[src/rtl/pwm_capture.sv]
// PWM capture: measures period and high time of an asynchronous PWM input in MClk cycles.
// Optional glitch filter after the synchronizer is compiled in with PWM_CAPTURE_FILTER_EN.
module pwm_capture #(
    parameter int CW = 16
) (
    input  logic          MClk,
    input  logic          nReset,
    input  logic          Enable,
    input  logic          PwmIn,
    output logic [CW-1:0] Period,
    output logic [CW-1:0] HighTime,
    output logic          Valid,
    output logic          Timeout,
    output logic          StuckLevel
);

    typedef enum logic [1:0] {
        S_IDLE    = 2'd0,
        S_ARM     = 2'd1,
        S_MEASURE = 2'd2
    } state_t;

    localparam logic [CW-1:0] C_MAX  = '1;
    localparam logic [CW-1:0] C_ZERO = '0;
    localparam logic [CW-1:0] C_ONE  = {{(CW-1){1'b0}}, 1'b1};

    logic          r_sync1;
    logic          r_sync2;
    logic          r_prev;
    logic          w_level;
    logic          w_rise;
    logic          w_fall;

    state_t        r_state;
    logic [CW-1:0] r_per_cnt;
    logic [CW-1:0] r_high_cnt;
    logic [CW-1:0] r_arm_cnt;
    logic          r_fell;
    logic [CW-1:0] r_period;
    logic [CW-1:0] r_high_time;
    logic          r_valid;
    logic          r_timeout;
    logic          r_stuck;

    always_ff @(posedge MClk or negedge nReset) begin
        if (!nReset) begin
            r_sync1 <= 1'b0;
            r_sync2 <= 1'b0;
            r_prev  <= 1'b0;
        end else begin
            r_sync1 <= PwmIn;
            r_sync2 <= r_sync1;
            r_prev  <= w_level;
        end
    end

`ifdef PWM_CAPTURE_FILTER_EN
    logic r_hist1;
    logic r_hist2;

    always_ff @(posedge MClk or negedge nReset) begin
        if (!nReset) begin
            r_hist1 <= 1'b0;
            r_hist2 <= 1'b0;
        end else begin
            r_hist1 <= r_sync2;
            r_hist2 <= r_hist1;
        end
    end

    // r_prev doubles as the held filtered level; it only follows three agreeing samples.
    always_comb begin
        w_level = r_prev;
        if ((r_sync2 == r_hist1) && (r_hist1 == r_hist2)) begin
            w_level = r_sync2;
        end
    end
`else
    assign w_level = r_sync2;
`endif

    assign w_rise = w_level & ~r_prev;
    assign w_fall = ~w_level & r_prev;

    always_ff @(posedge MClk or negedge nReset) begin
        if (!nReset) begin
            r_state     <= S_IDLE;
            r_per_cnt   <= C_ZERO;
            r_high_cnt  <= C_ZERO;
            r_arm_cnt   <= C_ZERO;
            r_fell      <= 1'b0;
            r_period    <= C_ZERO;
            r_high_time <= C_ZERO;
            r_valid     <= 1'b0;
            r_timeout   <= 1'b0;
            r_stuck     <= 1'b0;
        end else begin
            r_valid   <= 1'b0;
            r_timeout <= 1'b0;
            if (!Enable) begin
                r_state    <= S_IDLE;
                r_per_cnt  <= C_ZERO;
                r_high_cnt <= C_ZERO;
                r_arm_cnt  <= C_ZERO;
                r_fell     <= 1'b0;
            end else begin
                case (r_state)
                    S_IDLE: begin
                        r_state   <= S_ARM;
                        r_arm_cnt <= C_ZERO;
                    end
                    S_ARM: begin
                        // Saturation beats a simultaneous rise; the next rise re-arms.
                        if (r_arm_cnt == C_MAX) begin
                            r_timeout <= 1'b1;
                            r_stuck   <= r_sync2;
                            r_arm_cnt <= C_ZERO;
                        end else if (w_rise) begin
                            r_state    <= S_MEASURE;
                            r_per_cnt  <= C_ONE;
                            r_high_cnt <= C_ONE;
                            r_fell     <= 1'b0;
                            r_arm_cnt  <= C_ZERO;
                        end else begin
                            r_arm_cnt <= r_arm_cnt + C_ONE;
                        end
                    end
                    S_MEASURE: begin
                        if (r_per_cnt == C_MAX) begin
                            r_timeout  <= 1'b1;
                            r_stuck    <= r_sync2;
                            r_state    <= S_ARM;
                            r_per_cnt  <= C_ZERO;
                            r_high_cnt <= C_ZERO;
                            r_arm_cnt  <= C_ZERO;
                            r_fell     <= 1'b0;
                        end else if (w_rise) begin
                            r_period    <= r_per_cnt;
                            r_high_time <= r_high_cnt;
                            r_valid     <= 1'b1;
                            r_per_cnt   <= C_ONE;
                            r_high_cnt  <= C_ONE;
                            r_fell      <= 1'b0;
                        end else begin
                            r_per_cnt <= r_per_cnt + C_ONE;
                            if (w_fall) begin
                                r_fell <= 1'b1;
                            end else if (w_level && !r_fell) begin
                                r_high_cnt <= r_high_cnt + C_ONE;
                            end
                        end
                    end
                    default: begin
                        r_state <= S_IDLE;
                    end
                endcase
            end
        end
    end

    assign Period     = r_period;
    assign HighTime   = r_high_time;
    assign Valid      = r_valid;
    assign Timeout    = r_timeout;
    assign StuckLevel = r_stuck;

endmodule

[config.mk]
export PLATFORM = sky130hd
export DESIGN_NAME = pwm_capture
export DESIGN_NICKNAME = d
export VERILOG_FILES = /design/src/rtl/pwm_capture.sv
export SDC_FILE = /design/constraint.sdc
export NUM_CORES = 1
export LEC_CHECK = 0
export CORE_UTILIZATION = 62
export CTS_CLUSTER_SIZE = 40
export DETAILED_ROUTE_END_ITERATION = 6
export MAX_ROUTING_LAYER = met4
export PLACE_DENSITY = 0.93
export SLEW_MARGIN = 0
export SYNTH_ARGS = -nofsm -noshare
export SYNTH_HDL_FRONTEND = slang
export SYNTH_SLANG_ARGS = --single-unit
[constraint.sdc]
create_clock -name MClk -period 4.43 [get_ports MClk]
set_input_delay 0.886 -clock MClk [delete_from_list [all_inputs] [get_ports MClk]]
set_output_delay 0.886 -clock MClk [all_outputs]
set_load 0.03 [all_outputs]
Word-level counts from Yosys, hierarchy flattened
Index checks and enable logic that the tools add are counted.

Bits of input ports: 4. Output and inout bits: 35. Word-level logic and storage cells: 86. Register bits after elaboration: 89.

$add $sub $neg: 3. Muxes and demuxes: 40. Equality and inequality tests: 14. Bitwise operators: 5. Reduce and logical (&&, ||, !) cells: 11.

Operators by type and width (count): two-way mux 16 bit (14); case mux 16 bit (2 select lines) (2); adder 16 x 1 -> 16 bit, second input constant (3); case mux 16 bit (3 select lines) (1); == test 16 bit, second input constant (2); two-way mux 1 bit (15); inequality test 5 bit, second input constant (3); AND reduction 4 bit (3); inequality test 3 bit, second input constant (3); two-way mux 2 bit (4); case mux 1 bit (2 select lines) (3); case mux 2 bit (3 select lines) (1); AND reduction 3 bit (2); AND reduction 5 bit (1); inequality test 2 bit, second input constant (2); inequality test 4 x 1 -> 1 bit, second input constant (1); inequality test 3 x 1 -> 1 bit, second input constant (1); NOT 1 bit (3); bitwise AND 1 bit (2); == test 2 x 1 -> 1 bit, second input constant (1); == test 2 bit, second input constant (1); logical NOT 2 bit (1); AND reduction 2 bit (1); nonzero test 2 bit (1); other kinds (2) (2).

Depth between registers and ports, before layout
Depth in word-level cells: 8. Mapped depth: 9. Gate-level depth less buffers: 7.

Worst setup path before layout
Ideal clock, no wire load.

Kind: in2reg. From: input Enable. To: register r_arm_cnt[5]. Slack: 2.118 ns. Required time: 4.320 ns. Buffers on the path: 2. Library setup time: 0.110 ns. Arrival time: 2.202 ns. Cell stages on the path: 6. Cell sequence: clkbuf_1 > nand2_1 > nor2_1 > o21ai_1 > buf_2 > o41ai_1.

Cells in the longest elaborated chain, start to end: 2. Elaborated cells between the ends (all ways): 4. Those cells by class: 2 x eq/ne; 1 x mux; 1 x reduce/logical.

Ends and longest elaborated chain: from (decl) (RTL line 8) `input logic Enable,`; inequality test 4 x 1 -> 1 bit (no source line) / inequality test 3 bit (equally long branches); AND reduction 2 bit (no source line); to (signal assigned) (RTL line 125) `r_arm_cnt <= r_arm_cnt + C_ONE;`; to (decl) (RTL line 37) `logic [CW-1:0] r_arm_cnt;`.

Parallel ways exist; a longest one is shown, timed or not. A chain may end at the register's enable or synchronous reset.

Worst setup path in the final report
From: input Enable. To: register r_high_cnt[11].

Cells in the longest elaborated chain, start to end: 2. Elaborated cells between the ends (all ways): 7. Those cells by class: 5 x eq/ne; 1 x mux; 1 x reduce/logical.

Ends and longest elaborated chain: inequality test 5 bit (no source line), or another cell as far along; AND reduction 5 bit (no source line); to (signal assigned) (RTL line 149) `r_high_cnt <= r_high_cnt + C_ONE;`; to (decl) (RTL line 36) `logic [CW-1:0] r_high_cnt;`.

Parallel ways exist; a longest one is shown, timed or not.

==> qor.yml <==
cp-start-kind: "input port"
gp_congestion: 0.918
synth_edf_count: 0
synth_area_leaders: "dfrtp_1 51%, mux2_2 8.5%, o21ai_0 5.6%, nand2_1 3.1%, nand3_1 2.9%"
syn2layout_area_growth_pct: 14.9
synth.top_cell.area_share_pct: 50.9
max_stage_delay_ns: 0.67
crit_fanout: 18
nets: 478
grt_max_degree: 90
cts_tree: "yes"
ctsHtreeMaxLevel: 3
cts_buffer_depth: 2
hp-class: "flip-flop to flip-flop"
grt_first_pass_wirelength_microns: 16200
antenna_found_initial: 0
portBuffers: 38
arrival_ns: 3.26
p_per_area_nw_per_um2: 362
cts_resized: 0
drv_slew: 0
p_leak_nw: 2.11
cts_made_buffers: 9
m1WireLength_microns: 3920
wl_per_cell_microns: 16.4
post-synth-top-count-cell: "dfrtp_1"
ctsHoldBuffers: 0
cp_slowest_cell: "clkdlybuf4s50_1"
required_ns: 4.71
avgSynthCellArea_sq_um: 10.2
postRouteAntennaNets: 0
maxCapViolCount: 0
reg2reg_depth: 7
fin_crit_ns: 2.98
fin_worst_skew_ns: 0.0106
grt_pass1_vias: 3471
tightest_slew_ns: 1.16
die_w_microns: 86.0
die_y_microns: 86.0
clock-sinks: 89
synthCells: 431
firstDrtPassIters: 5
n_antenna_cell: 0
drive_gt1_share_pct: 14.4
cts-root-buf: "clkbuf_8"
n_fill_cell: 453
final_area_sq_um: 5030
outcome: "completed"
totalNegativeSetupSlack_ns: 0
grt-ovfl-total: 0
finalHoldViolations: 0
worst_ir_drop_vdd_v: 0.000244
io_pins: 39
wl_met2_microns: 4690
maxClockFrequency_ghz: 0.335
post-route-period-util_pct: 67.3
yosys-top-cells-count: "89 x dfrtp_1, 49 x o21ai_0, 36 x nand2_1"
cts.clk_slew.worst_paths_ns: 0.09
cts_setup_buffers: 0
core-area_sq_um: 6790
drt_wl_total_microns: 9310
synth_top_cell_by_area: "dfrtp_1"
drc: 0
ys_ff_latch: 89
hold_ws_ns: 0.358
vias: 3597
place_area_sq_um: 4830
max_slew_margin_pct: 22.2
pre_cts_ws_ns: 1.17
synthArstFlopShare_pct: 100
rsz0062_at_grt: "no"
finalWorstSetupSlack_ns: 1.45
die-area_sq_um: 7400
cp_cell_sequence: "clkdlybuf4s50_1, nand3_1, nor2_1, buf_4, a21boi_0, a2bb2oi_1"
ys.flop_type: "dfrtp_1"
whs_path_depth: 0
yosysSeqAreaShare_pct: 50.9
via_per_inst: 6.33
setup_viol: 0
netlist_area_sq_um: 4380
track_usage_pct: 29.0
ys_warn_count: 0
rrSetupSlack_ns: 1.63
drt-initial-drc-count: 269
yosys.cell_types.count: 55
rows: 30
initial_core_util_pct: 64.4
hpwl_microns: 6160
crit_type: "input port to flip-flop"
endpoint_kind: "flip-flop"
clk_latency_ns: 0.37
synth_fp_nets: 442
routed.top_layer: "met4"
met3_wirelength_microns: 468
-- kinds of logic after synthesis --
| family | share of synthesized area (%) |
|---|---|
| fa+ha+maj | 2.00 |
| compound gates | 16.9 |
| flops | 50.9 |
| buf+inv | 3.37 |
| simple gates | 17.9 |
| mux | 8.95 |
-- where the power goes --
| part | total, mW | switching (mW) | internal (mW) |
|---|---|---|---|
| logic | 0.370 | 0.238 | 0.132 |
| registers | 0.884 | 0.0363 | 0.847 |
| clock network | 0.568 | 0.302 | 0.265 |
| total | 1.82 | 0.577 | 1.24 |
-- sequential cells by signal (all words and copies together), names as in the netlist --
name and cells:
HighTime 16, Period 16, r_arm_cnt 16, r_high_cnt 16, r_per_cnt 16, r_state 2, StuckLevel 1, Timeout 1
Valid 1, r_fell 1, r_prev 1, r_sync1 1, r_sync2 1
-- final timing paths --
path / startpoint / end
min in group asynchronous: nReset / Period[13]
max in group asynchronous: nReset / r_arm_cnt[1]
setup reg to reg: r_per_cnt[0] / r_arm_cnt[14]
hold / removal: r_sync1 / r_sync2
hold reg to reg: r_sync1 / r_sync2
setup / recovery: Enable / r_high_cnt[11]
-- placed cells by master (no fill, tap or decap), drive strengths merged, types with 3 or more instances in the layout --
cell type	n
a211oi	3
a21boi	4
a21oi	16
a2bb2oi	3
a31oi	11
and2	3
and3	4
buf	6
clkbuf	9
clkdlybuf4s50	37
dfrtp	89
ha	7
inv	19
mux2	33
nand2	36
nand2b	6
nand3	25
nand4	11
nor2	20
nor3	20
nor3b	4
nor4	5
o21ai	54
o31ai	5
o41ai	7
or2	3
or4	4
-- critical path: cells and delay by family --
kind,cells,cell delay [ns]
simple gates,2,1.10
compound gates,2,0.33
buf+inv,2,0.93
-- area by class of cell --
type / instances / area, sq um / share of cell area, %
clock inverters: 7 / 76.3 / 1.52
repair buffers: 43 / 415 / 8.26
well taps: 96 / 120 / 2.39
inverters: 16 / 60.1 / 1.19
flip-flops and latches: 89 / 2230 / 44.3
clock buffers: 9 / 124 / 2.46
multi-input cells: 308 / 2010 / 39.9
-- through the flow --
step                      power, mW  util [%]  cells
after detailed placement       1.26      71.1    552
after global routing           1.90      74.0    568
after floorplan                1.15         -    431
after CTS                      1.83      74.0    568
final                          1.82      74.0    568
after global placement         1.25      71.1    552
-- routing by layer --
layer | track usage, % | up-vias
met2 | 44.9 | 131
met5 | - | -
met1 | 36.2 | 1762
li1 | - | 1676
met4 | 14.5 | 0
met3 | 5.87 | 28
(Power assumes the default switching activity.)
